File: config.mk
export PLATFORM = sky130hd
export DESIGN_NAME = aes_result_uart_tx
export DESIGN_NICKNAME = d
export VERILOG_FILES = /design/src/rtl/aes_fpga_pkg.sv /design/src/rtl/uart_tx_byte.sv /design/src/rtl/aes_result_uart_tx.sv
export SDC_FILE = /design/constraint.sdc
export NUM_CORES = 1
export LEC_CHECK = 0
export CAP_MARGIN = 20
export CORE_ASPECT_RATIO = 0.75
export CORE_UTILIZATION = 35
export CTS_CLUSTER_SIZE = 24
export DETAILED_ROUTE_END_ITERATION = 7
export HOLD_SLACK_MARGIN = 0.1
export PLACE_DENSITY_LB_ADDON = 0.08
export SLEW_MARGIN = 20
export SYNTH_ARGS = -nofsm -noshare
export SYNTH_HDL_FRONTEND = slang
export SYNTH_SLANG_ARGS = --single-unit
File: constraint.sdc
create_clock -name clk -period 2.5 [get_ports clk]
set_input_delay 0.5 -clock clk [delete_from_list [all_inputs] [get_ports clk]]
set_output_delay 0.5 -clock clk [all_outputs]
set_load 0.02 [all_outputs]
File: src/rtl/aes_fpga_pkg.sv
// Shared constants, ASCII helpers and UART state encoding for the AES FPGA top.
// Latency: n/a (declarations only).
// Backpressure: n/a.
package aes_fpga_pkg;

    localparam int FRAME_LEN = 36;

    localparam logic [7:0] CHAR_E     = 8'h45;
    localparam logic [7:0] CHAR_D     = 8'h44;
    localparam logic [7:0] CHAR_COLON = 8'h3A;
    localparam logic [7:0] CHAR_CR    = 8'h0D;
    localparam logic [7:0] CHAR_LF    = 8'h0A;

    typedef enum logic [1:0] {
        IDLE  = 2'd0,
        START = 2'd1,
        DATA  = 2'd2,
        STOP  = 2'd3
    } uart_state_e;

    // Lowercase hex digit: 0-9 -> '0'-'9', 10-15 -> 'a'-'f'.
    function automatic logic [7:0] nibble_to_ascii(input logic [3:0] nib);
        if (nib < 4'd10) begin
            return 8'h30 + {4'h0, nib};
        end
        return 8'h57 + {4'h0, nib};
    endfunction

endpackage

File: src/rtl/uart_tx_byte.sv
// 8N1 byte serializer; tx is a flop, LSB first, CLKS_PER_BIT cycles per bit.
// Latency: accepted byte drives the start bit in the next cycle; 10*CLKS_PER_BIT cycles per byte.
// Backpressure: byte_ready is high in IDLE and on the last STOP cycle, so back-to-back bytes have no gap.
module uart_tx_byte
    import aes_fpga_pkg::*;
#(
    parameter int CLKS_PER_BIT = 868
) (
    input  logic       clk,
    input  logic       rst_n,
    input  logic       byte_valid,
    input  logic [7:0] byte_data,
    output logic       byte_ready,
    output logic       tx
);

    localparam int CNT_W = (CLKS_PER_BIT > 1) ? $clog2(CLKS_PER_BIT) : 1;

    uart_state_e      state;
    logic [CNT_W-1:0] baud_cnt;
    logic [2:0]       bit_cnt;
    logic [7:0]       shreg;
    logic             baud_last;
    logic             accept;

    assign baud_last  = (baud_cnt == CNT_W'(CLKS_PER_BIT - 1));
    assign byte_ready = (state == IDLE) || ((state == STOP) && baud_last);
    assign accept     = byte_valid && byte_ready;

    // Bit-level sequencer: start, 8 data bits, stop; chains straight into the next start when fed.
    always_ff @(posedge clk or negedge rst_n) begin
        if (!rst_n) begin
            state    <= IDLE;
            tx       <= 1'b1;
            baud_cnt <= '0;
            bit_cnt  <= '0;
            shreg    <= '0;
        end else begin
            if (accept) begin
                state    <= START;
                tx       <= 1'b0;
                shreg    <= byte_data;
                baud_cnt <= '0;
                bit_cnt  <= '0;
            end else begin
                case (state)
                    IDLE: begin
                        tx       <= 1'b1;
                        baud_cnt <= '0;
                    end
                    START: begin
                        if (baud_last) begin
                            baud_cnt <= '0;
                            state    <= DATA;
                            tx       <= shreg[0];
                            bit_cnt  <= '0;
                        end else begin
                            baud_cnt <= baud_cnt + CNT_W'(1);
                        end
                    end
                    DATA: begin
                        if (baud_last) begin
                            baud_cnt <= '0;
                            if (bit_cnt == 3'd7) begin
                                state <= STOP;
                                tx    <= 1'b1;
                            end else begin
                                bit_cnt <= bit_cnt + 3'd1;
                                shreg   <= {1'b0, shreg[7:1]};
                                tx      <= shreg[1];
                            end
                        end else begin
                            baud_cnt <= baud_cnt + CNT_W'(1);
                        end
                    end
                    STOP: begin
                        if (baud_last) begin
                            baud_cnt <= '0;
                            state    <= IDLE;
                        end else begin
                            baud_cnt <= baud_cnt + CNT_W'(1);
                        end
                    end
                    default: state <= IDLE;
                endcase
            end
        end
    end

endmodule

File: src/rtl/aes_result_uart_tx.sv
// Sends a latched 128-bit AES result as "E:<32 hex>\r\n" / "D:..." over 8N1 UART.
// Latency: start bit of char 0 in the cycle after send; done 360*CLKS_PER_BIT+1 cycles after send.
// Backpressure: none; send while busy is discarded and flagged by a one-cycle dropped pulse.
module aes_result_uart_tx
    import aes_fpga_pkg::*;
#(
    parameter int CLKS_PER_BIT = 868
) (
    input  logic         clk,
    input  logic         rst_n,
    input  logic         send,
    input  logic [127:0] data_in,
    input  logic         enc_mode,
    output logic         tx,
    output logic         busy,
    output logic         done,
    output logic         dropped
);

    logic [127:0] data_q;
    logic [5:0]   char_idx;
    logic [5:0]   next_idx;
    logic         byte_valid;
    logic [7:0]   byte_data;
    logic         byte_ready;

    assign next_idx = char_idx + 6'd1;

    // Character selection: char 0 comes straight from the inputs on accept, later ones from the hold register.
    always_comb begin
        byte_valid = 1'b0;
        byte_data  = 8'h00;
        if (!busy) begin
            byte_valid = send;
            byte_data  = enc_mode ? CHAR_E : CHAR_D;
        end else begin
            byte_valid = (char_idx != 6'(FRAME_LEN - 1));
            case (next_idx)
                6'd1:                byte_data = CHAR_COLON;
                6'(FRAME_LEN - 2):   byte_data = CHAR_CR;
                6'(FRAME_LEN - 1):   byte_data = CHAR_LF;
                default:             byte_data = nibble_to_ascii(data_q[127:124]);
            endcase
        end
    end

    // Frame sequencing: latch on accept, advance per serializer handshake, flag done/dropped.
    always_ff @(posedge clk or negedge rst_n) begin
        if (!rst_n) begin
            busy     <= 1'b0;
            done     <= 1'b0;
            dropped  <= 1'b0;
            char_idx <= '0;
            data_q   <= '0;
        end else begin
            done    <= 1'b0;
            dropped <= send && busy;
            if (!busy) begin
                if (send) begin
                    busy     <= 1'b1;
                    char_idx <= '0;
                    data_q   <= data_in;
                end
            end else if (byte_ready) begin
                if (char_idx == 6'(FRAME_LEN - 1)) begin
                    busy     <= 1'b0;
                    done     <= 1'b1;
                    char_idx <= '0;
                end else begin
                    char_idx <= next_idx;
                    if ((next_idx >= 6'd2) && (next_idx <= 6'd33)) begin
                        data_q <= {data_q[123:0], 4'h0};
                    end
                end
            end
        end
    end

    uart_tx_byte #(
        .CLKS_PER_BIT (CLKS_PER_BIT)
    ) u_uart_tx_byte (
        .clk        (clk),
        .rst_n      (rst_n),
        .byte_valid (byte_valid),
        .byte_data  (byte_data),
        .byte_ready (byte_ready),
        .tx         (tx)
    );

endmodule

# ---- Word level (Yosys, flattened, before mapping)
# Cells that the tools add are included.
dict set report op_classes {
  addsub 5
  order_cmp 3
  eq_ne 19
  mux 48
  n_reduce_logical 20
}
# op n
set ops {}
lappend ops {{$mux W128} 5}
lappend ops {{$mux W8} 7}
lappend ops {{$mux W6} 4}
lappend ops {{$pmux W8 S3} 1}
lappend ops {{$mux W10} 2}
lappend ops {{$pmux W10 S2} 1}
lappend ops {{$eq A6 B6 Y1 const B} 3}
lappend ops {{$mux W1} 16}
lappend ops {{$mux W3} 4}
lappend ops {{$ne A3 B1 Y1 const B} 4}
lappend ops {{$add A10 B1 Y10 const B} 1}
lappend ops {{$eq A10 B10 Y1 const B} 1}
lappend ops {{$mux W2} 5}
lappend ops {{$add A7 B4 Y8 const A} 1}
lappend ops {{$reduce_and A4 Y1} 2}
lappend ops {{$reduce_bool A4 Y1} 2}
lappend ops {{$add A6 B4 Y7 const A} 1}
lappend ops {{$add A6 B1 Y6 const B} 1}
lappend ops {{$eq A6 B1 Y1 const B} 1}
lappend ops {{$ge A6 B2 Y1 const B} 1}
lappend ops {{$le A6 B6 Y1 const B} 1}
lappend ops {{$ne A2 B1 Y1 const B} 3}
lappend ops {{$ne A6 B6 Y1 const B} 1}
lappend ops {{$pmux W2 S3} 1}
lappend ops {{other kinds (18)} 26}
dict set report word_totals {
  regBits 161
  output_inout_bits 4
}

# ---- Logic depth before layout (Yosys ltp)
# Gate-level depths: netlist of the first run.
dict set report logic_depth {
  depth_word 9
  ltp_mapped 10
  mapped_depth_nobuf 7
}

# ---- Hierarchy
# A second synthesis of the first run with hierarchy kept.
dict set report unflattened {
  hier_cells 667
  area_unflattened_um2 7833.8
}
# module instances cells_per_inst area_per_inst_um2 seq_area_each_um2
set modules_own_cells {}
lappend modules_own_cells {aes_result_uart_tx 1 539 6468.7 3428.3}
lappend modules_own_cells {uart_tx_byte 1 128 1365.1 601.8}

# ---- Worst setup path after synthesis of the first run
# Ideal clock, no wire load.
dict set report synth_path {
  path_type {reg2reg}
  startpoint {reg char_idx[0]}
  endpoint {reg data_q[49]}
  setup_ns 0.123
  arrival_time_ns 2.398
  setup_slack_ns -0.021
  stages_incl_launch_ff 10
  path_buffers 3
  cell_sequence {dfrtp_1 -> ha_1 -> nor4_1 -> nor2_1 -> or4_4 -> a31o_1 -> buf_6 -> buf_6 -> buf_6 -> o221a_1}
}
dict set report synth_between {
  elab_chain_cells 5
}
# item line_no
set synth_lines {}
lappend synth_lines {{from (decl)} aes_result_uart_tx.sv:21} ;# logic [5:0] char_idx;
lappend synth_lines {{from (signal assigned)} aes_result_uart_tx.sv:70} ;# char_idx <= next_idx;
lappend synth_lines {{$add A6 B1 Y6} aes_result_uart_tx.sv:27} ;# assign next_idx = char_idx + 6'd1;
lappend synth_lines {{$ge A6 B2 Y1 / $le A6 B6 Y1 (equally long branches)} aes_result_uart_tx.sv:71} ;# if ((next_idx >= 6'd2) && (next_idx <= 6'd33)) begin
lappend synth_lines {{$logic_and A1 B1 Y1} aes_result_uart_tx.sv:71}
lappend synth_lines {{$ne A2 B1 Y1 (no source line)} n/a}
lappend synth_lines {{$reduce_and A4 Y1 (no source line) *} n/a}
lappend synth_lines {{to (signal assigned)} aes_result_uart_tx.sv:62} ;# data_q <= data_in;
lappend synth_lines {{to (signal assigned)} aes_result_uart_tx.sv:72} ;# data_q <= {data_q[123:0], 4'h0};
lappend synth_lines {{to (decl)} aes_result_uart_tx.sv:20} ;# logic [127:0] data_q;
# Mark *: on every way between the ends. The rest lies on a longest branch, timed or not.
# A chain may end at the register's enable or synchronous reset.

# ---- Worst setup path in the final report of the first run
dict set report layout_path {
  startpoint {reg char_idx[0]}
  endpoint {reg data_q[108]}
}
# Same word-level chain as after synthesis.

==> reports/metrics.yaml, run 1 <==
area.sequential_mm2: 0.004009
worstPathArrival_ps: 2790
grt_util_all_layers_pct: 17.41
area_growth_pct: 34.65
core_area_mm2: 0.02124
cts.reportedPaths.clkPinSlew_ps: 70
p_leak_nw: 4.062
drc: 0
num_io_pins: 136
hold_slack_ps: 484.5
ys_seq_elements: 160
vias: 5856
cap_violations: 0
htree_levels: 4
fin_skew_ps: 11.07
cts_inserted_buffers: 17
fillers: 1902
numPortBuffers: 135
final_util_pct: 48.26
grt_max_degree: 63
initial_utilization_pct: 35.84
status: "completed"
synth_cells: 653
place.gp.congestion: 0.7931
start_kind: "register"
die-area_mm2: 0.02235
worstMarginPinSlew_ps: 501.8
drive_above_1_share_pct: 19.58
period_share_pct: 99.21
nets: 949
rsz0062_at_grt: "yes"
die_height_um: 129.7
synth_seq_area_share_pct: 52.61
rows: 46
async_flop_share_pct: 100.0
dp_hpwl_um: 13070
fin_area_mm2: 0.01025
hold_class: "register to register"
cts.path.max_buffers: 2
avgViaCountPerCell: 5.290
cts_tree: "yes"
ys_warn_count: 0
synth.avg_cell_area_um2: 11.66
clock_tree.root_cell: "clkbuf_16"
synth.distinct_cells: 54
path_class: "register to register"
synth.area.top_cells: "dfrtp_1 (52%), nand2b_1 (10%), o221a_2 (9.6%)"
grt_pass1_vias: 5794
multi_input_area_mm2: 0.003381
setup-tns-final_ps: 0
yosys.area.top_type_share_pct: 52.27
wl_per_cell_um: 17.64
ir_drop_v: 0.0004594
antenna_found_initial: 5
period_minus_slack_ps: 2480
crit_fanout: 28
power_density_mw_per_mm2: 596.9
setup_viol: 0
die_w_um: 172.3
hold_violations: 0
grt_pass1_wl_um: 30130
synthesis.nets: 798
grt_overflow: 0
place_area_mm2: 0.009462
total_power_mw: 6.118
synth_area_leader_cell: "dfrtp_1"
ys_dominant_reg_cell: "dfrtp_1"
timing.fmax_mhz: 403.2
dr.pass1.iters: 5
worst-endpoint-required_ps: 2810
slew_viol_final: 0
ant_nets: 0
synth-edff-count: 0
cts_sinks: 160
layout_common_cells: "dfrtp_1 (156), clkdlybuf4s50_1 (134), nand2b_1 (122)"
synth_area_mm2: 0.007612
endpoint_kind: "register"
layout_commonest_cell: "dfrtp_1"
drt-initial-drc-count: 457
wl_um: 19530
max_slew_margin_pct: 66.55
clk_latency_ps: 420
==> cell families (layout without fill, tap and decap cells) <==
family / Yosys count / count (layout) / share of synthesized area [%]
multiplexers: 4 / 4 / 0.5588
XOR/XNOR: 9 / 9 / 1.036
buffers and inverters: 64 / 226 / 4.175
AND/OR/NAND/NOR: 215 / 215 / 15.91
flip-flops: 160 / 160 / 52.61
other: 0 / 2 / 0
AO/OA/AOI/OAI: 188 / 190 / 23.57
adder cells (fa/ha/maj): 13 / 13 / 2.137
==> sequential cells by signal, summed over array words and instances (netlist names) <==
name,count
data_q,128
u_uart_tx_byte.baud_cnt,10
u_uart_tx_byte.shreg,7
char_idx,6
u_uart_tx_byte.bit_cnt,3
u_uart_tx_byte.state,2
busy,1
done,1
dropped,1
u_uart_tx_byte.tx,1
==> cell usage after synthesis, types with 2 or more instances <==
| cell type | count |
|---|---|
| o221a_1 | 56 |
| a21oi_1 | 12 |
| clkbuf_1 | 30 |
| nor3_1 | 6 |
| mux2i_1 | 2 |
| mux2_2 | 2 |
| and3_1 | 3 |
| o211ai_1 | 2 |
| nand4_1 | 6 |
| ha_1 | 13 |
| nor2_1 | 27 |
| nand3_1 | 9 |
| o221a_2 | 65 |
| nand2_1 | 27 |
| a21boi_0 | 2 |
| inv_1 | 17 |
| o221ai_1 | 4 |
| xor2_1 | 6 |
| a31oi_1 | 2 |
| xnor2_1 | 3 |
| or2_2 | 2 |
| a21o_1 | 3 |
| dfrtp_1 | 159 |
| o21ai_0 | 24 |
| a22o_1 | 4 |
| o22ai_1 | 2 |
| and2_1 | 2 |
| buf_2 | 8 |
| buf_6 | 9 |
| nand2b_1 | 122 |
==> repair_timing <==
| action | 4_1_cts | 5_1_grt |
|---|---|---|
| setup endpoints to repair | 0 | 126 |
| endpoints found under the hold margin | 49 | 0 |
| resized for setup | 0 | 16 |
| hold buffers | 1 | 0 |
| buffers inserted | 0 | 2 |
==> critical path, cell delays in order (launching register included) <==
cell	delay, ps
dfrtp_1	410
buf_6	150
a211o_1	300
a21oi_2	180
nor2_2	70
or4_4	470
a31o_4	340
buf_12	190
o221a_2	250
==> routing by layer <==
layer / up-vias / wire length (um) / track usage (%)
li1: 2771 / - / -
met1: 2881 / 9196 / 24.69
met2: 177 / 8628 / 24.88
met3: 23 / 1438 / 5.884
met4: 4 / 242 / 5.622
met5: - / 22 / 0
==> area by class of cell <==
| cell class | count | area share [%] |
|---|---|---|
| sequential | 160 | 39.11 |
| multi-input combinational | 431 | 32.98 |
| timing repair buffer | 177 | 18.25 |
| clock buffer | 19 | 4.224 |
| tap | 288 | 3.516 |
| clock inverter | 13 | 1.245 |
| inverter | 17 | 0.6226 |
| antenna | 2 | 0.04883 |
==> power breakdown <==
group / switching, mW / total [mW] / internal [mW] / leakage (nW)
Combinational: 0.191 / 0.638 / 0.448 / 1.84
Clock: 1.09 / 2.48 / 1.39 / 0.265
Sequential: 0.162 / 3.00 / 2.84 / 1.95
==> final timing paths <==
kind                                            start                         end  slack [ps]  cells past startpoint
max                                       char_idx[0]                 data_q[108]          20                      8
min                        u_uart_tx_byte.baud_cnt[0]  u_uart_tx_byte.baud_cnt[0]         480                      1
max reg2reg                               char_idx[0]                 data_q[108]          20                      8
min reg2reg                u_uart_tx_byte.baud_cnt[0]  u_uart_tx_byte.baud_cnt[0]         480                      1
max in group asynchronous                       rst_n                  data_q[75]        1150                      3
min in group asynchronous                       rst_n                  data_q[10]         580                      2
==> per-stage QoR <==
step / instances / worst slack [ps]
2_1_floorplan: 653 / 31.68
3_3_place_gp: 1063 / 97.69
3_5_place_dp: 1063 / 58.55
4_1_cts: 1096 / 39.68
5_1_grt: 1105 / -62.09
6_report: 1107 / 19.84
Power figures use the tool's default switching activity.
==> run 2: changes to the inputs <==
--- a/config.mk
+++ b/config.mk
@@ -11,7 +11,7 @@
 export CTS_CLUSTER_SIZE = 24
 export DETAILED_ROUTE_END_ITERATION = 7
 export HOLD_SLACK_MARGIN = 0.1
-export PLACE_DENSITY_LB_ADDON = 0.08
+export PLACE_DENSITY = 0.56
 export SLEW_MARGIN = 20
 export SYNTH_ARGS = -nofsm -noshare
 export SYNTH_HDL_FRONTEND = slang
==> run 2 against run 1 <==
  * Worst setup slack improved by 51 ps
  * Die area did not move
  * Register-to-register slack better by 50 ps
  * Combinational power is essentially flat
  * Worst hold slack got worse by 410 ps
  * Routed wire length decreased by 2.5%
  * Maximum frequency up 2.1%
  * Global-route usage about the same
  * Count of clock-buffer cells in the layout unchanged
  * Largest power group unchanged
==> reports/metrics.yaml, run 2 (synthesized netlist as in run 1, its figures left out) <==
status: "completed"  # unchanged
layout_commonest_cell: "dfrtp_1"  # unchanged
crit_chain: "buf_4 -> inv_1 -> ha_4 -> or4_4 -> a31o_4 -> buf_12 -> o221a_2"  # was buf_6 -> a211o_1 -> a21oi_2 -> nor2_2 -> or4_4 -> a31o_4 -> buf_12 -> o221a_2
slew_viol_final: 0  # unchanged
vias: 5676  # was 5856
avgViaCountPerCell: 5.165  # was 5.290
power_density_mw_per_mm2: 625.5  # was 596.9 mW/mm^2
drt-initial-drc-count: 428  # was 457
hold_slack_ps: 71.47  # was 484.5 ps
largest_reg_flops: 128  # unchanged
grt_overflow: 0  # unchanged
ir_drop_v: 0.0004829  # was 0.0004594 V
rows: 46  # unchanged
reg2reg_depth: 7  # was 8
drive_above_1_share_pct: 18.91  # was 19.58%
regToRegSetupSlack_ps: 70  # was 20 ps
fin_cells: 1099  # was 1107
grt_util_all_layers_pct: 17.40  # was 17.41%
dr.pass1.iters: 4  # was 5
cts_inserted_buffers: 17  # unchanged
cts_sinks: 160  # unchanged
dp_hpwl_um: 13000  # was 13070 um
numPortBuffers: 135  # unchanged
p_sw_share_pct: 22.79  # was 23.60%
grt_pass1_wl_um: 30280  # was 30130 um
endpoint_kind: "register"  # unchanged
clk_latency_ps: 420  # about the same
path_class: "register to register"  # unchanged
place_area_mm2: 0.009442  # was 0.009462 mm^2
wl_per_cell_um: 17.32  # was 17.64 um
fin_area_mm2: 0.01016  # was 0.01025 mm^2
ant_nets: 0  # unchanged
cts_tree: "yes"  # unchanged
fillers: 1914  # was 1902
slowest_delay_ps: 570  # was 470 ps
area_growth_pct: 33.46  # was 34.65%
pwr-share-comb_pct: 10.1  # was 10.4%
final_util_pct: 47.84  # was 48.26%
rsz0062_at_grt: "yes"  # unchanged
internal-power_mw: 4.907  # was 4.674 mW
setup_viol: 0  # unchanged
fin_skew_ps: 8.118  # was 11.07 ps
regMostFlops: "data_q"  # unchanged
timing.fmax_mhz: 411.6  # was 403.2 MHz
nets: 941  # was 949
cap_violations: 0  # unchanged
layout_common_cells: "dfrtp_1 (156), clkdlybuf4s50_1 (134), nand2b_1 (122)"  # unchanged
htree_levels: 4  # unchanged
reg_top3: "data_q (128), u_uart_tx_byte.baud_cnt (10), u_uart_tx_byte.shreg (7)"  # unchanged
grt_pass1_vias: 5746  # was 5794
rr_startpoint: "char_idx[0]"  # unchanged
initial_utilization_pct: 35.84  # unchanged
p_clk_share_pct: 42.7  # was 40.5%
cts.path.max_buffers: 2  # unchanged
period_minus_slack_ps: 2430  # was 2480 ps
r2r_end: "data_q[105]"  # was data_q[108]
num_io_pins: 136  # unchanged
period_share_pct: 97.19  # was 99.21%
worst-endpoint-required_ps: 2800  # was 2810 ps
drc: 0  # unchanged
start_kind: "register"  # unchanged
clock_tree.root_cell: "clkbuf_16"  # unchanged
worstMarginPinSlew_ps: 650.7  # was 501.8 ps
cp_slowest_cell: "or4_4"  # unchanged
hold_violations: 0  # unchanged
die-area_mm2: 0.02235  # unchanged
die_height_um: 129.7  # unchanged
p_leak_nw: 4.025  # was 4.062 nW
wl_um: 19040  # was 19530 um
hold_class: "input port to async pin"  # was register to register
place.gp.congestion: 0.8207  # was 0.7931
worstPathArrival_ps: 2730  # was 2790 ps
grt_max_degree: 79  # was 63
dp_cells: 1062  # was 1063
ctsHoldBuffers: 0  # was 1
die_w_um: 172.3  # unchanged
sequentialPowerShare_pct: 47.2  # was 49.0%
antenna_found_initial: 3  # was 5
p_sw_mw: 1.448  # was 1.444 mW
crit_fanout: 45  # was 28
max_slew_margin_pct: 56.62  # was 66.55%
core_area_mm2: 0.02124  # unchanged
cts.reportedPaths.clkPinSlew_ps: 70  # about the same
## run 2: cell type report
class,count,area (um^2),area share [%]
Antenna cell,2,5.005,0.04926
Clock buffer,19,442.9,4.360
Clock inverter,13,175.2,1.724
Inverter,17,63.81,0.6281
Multi-Input combinational cell,429,3368,33.15
Sequential cell,160,4009,39.46
Tap cell,288,360.3,3.547
Timing Repair Buffer,171,1735,17.08
## run 2: timing repair
action / CTS / global route
gates resized for setup: 0 / 10
endpoints found under the setup margin: 0 / 123
setup buffers: 0 / 1
## run 2: stage by stage
stage                     power [mW]  worst slack [ps]  TNS [ps]
after floorplan                3.301             31.68         0
after global placement         3.660             62.01         0
after detailed placement       3.682             19.63         0
after CTS                      6.421             10.59         0
after global routing           6.616            -15.70    -95.50
final                          6.355             70.37         0
## run 2: critical path, delay by kind of cell (launching register included)
kind,cells,cell delay [ps]
AOI/OAI and AO/OA,2,590
adders and majority gates,1,220
buffers and inverters,3,490
DFF,1,420
and+or+nand+nor,1,570
## run 2: per-layer routing
layer	GRT usage [%]	vias to the layer above	part of all wire [%]
met3	4.641	12	4.7
met4	4.008	4	0.58
li1	-	2739	-
met2	25.07	128	43
met5	0	-	0.12
met1	25.87	2793	51
## run 2: worst max-delay path by stage
stage / startpoint / slack [ps] / end / cells after the start
global placement: char_idx[0] / 60 / data_q[43] / 7
floorplan: char_idx[0] / 30 / data_q[49] / 9
detailed placement: char_idx[0] / 20 / data_q[9] / 7
global route: char_idx[0] / -20 / data_q[106] / 8
finish: char_idx[0] / 70 / data_q[105] / 7
CTS: char_idx[0] / 10 / data_q[30] / 7
## run 2: power groups by stage
stage	Sequential [mW]	Clock (mW)	Combinational, mW
after global placement	3.04	0	0.617
after floorplan	2.99	0	0.311
after CTS	3.00	2.78	0.643
after global routing	3.03	2.88	0.698
after detailed placement	3.04	0	0.639
final	3.00	2.71	0.640
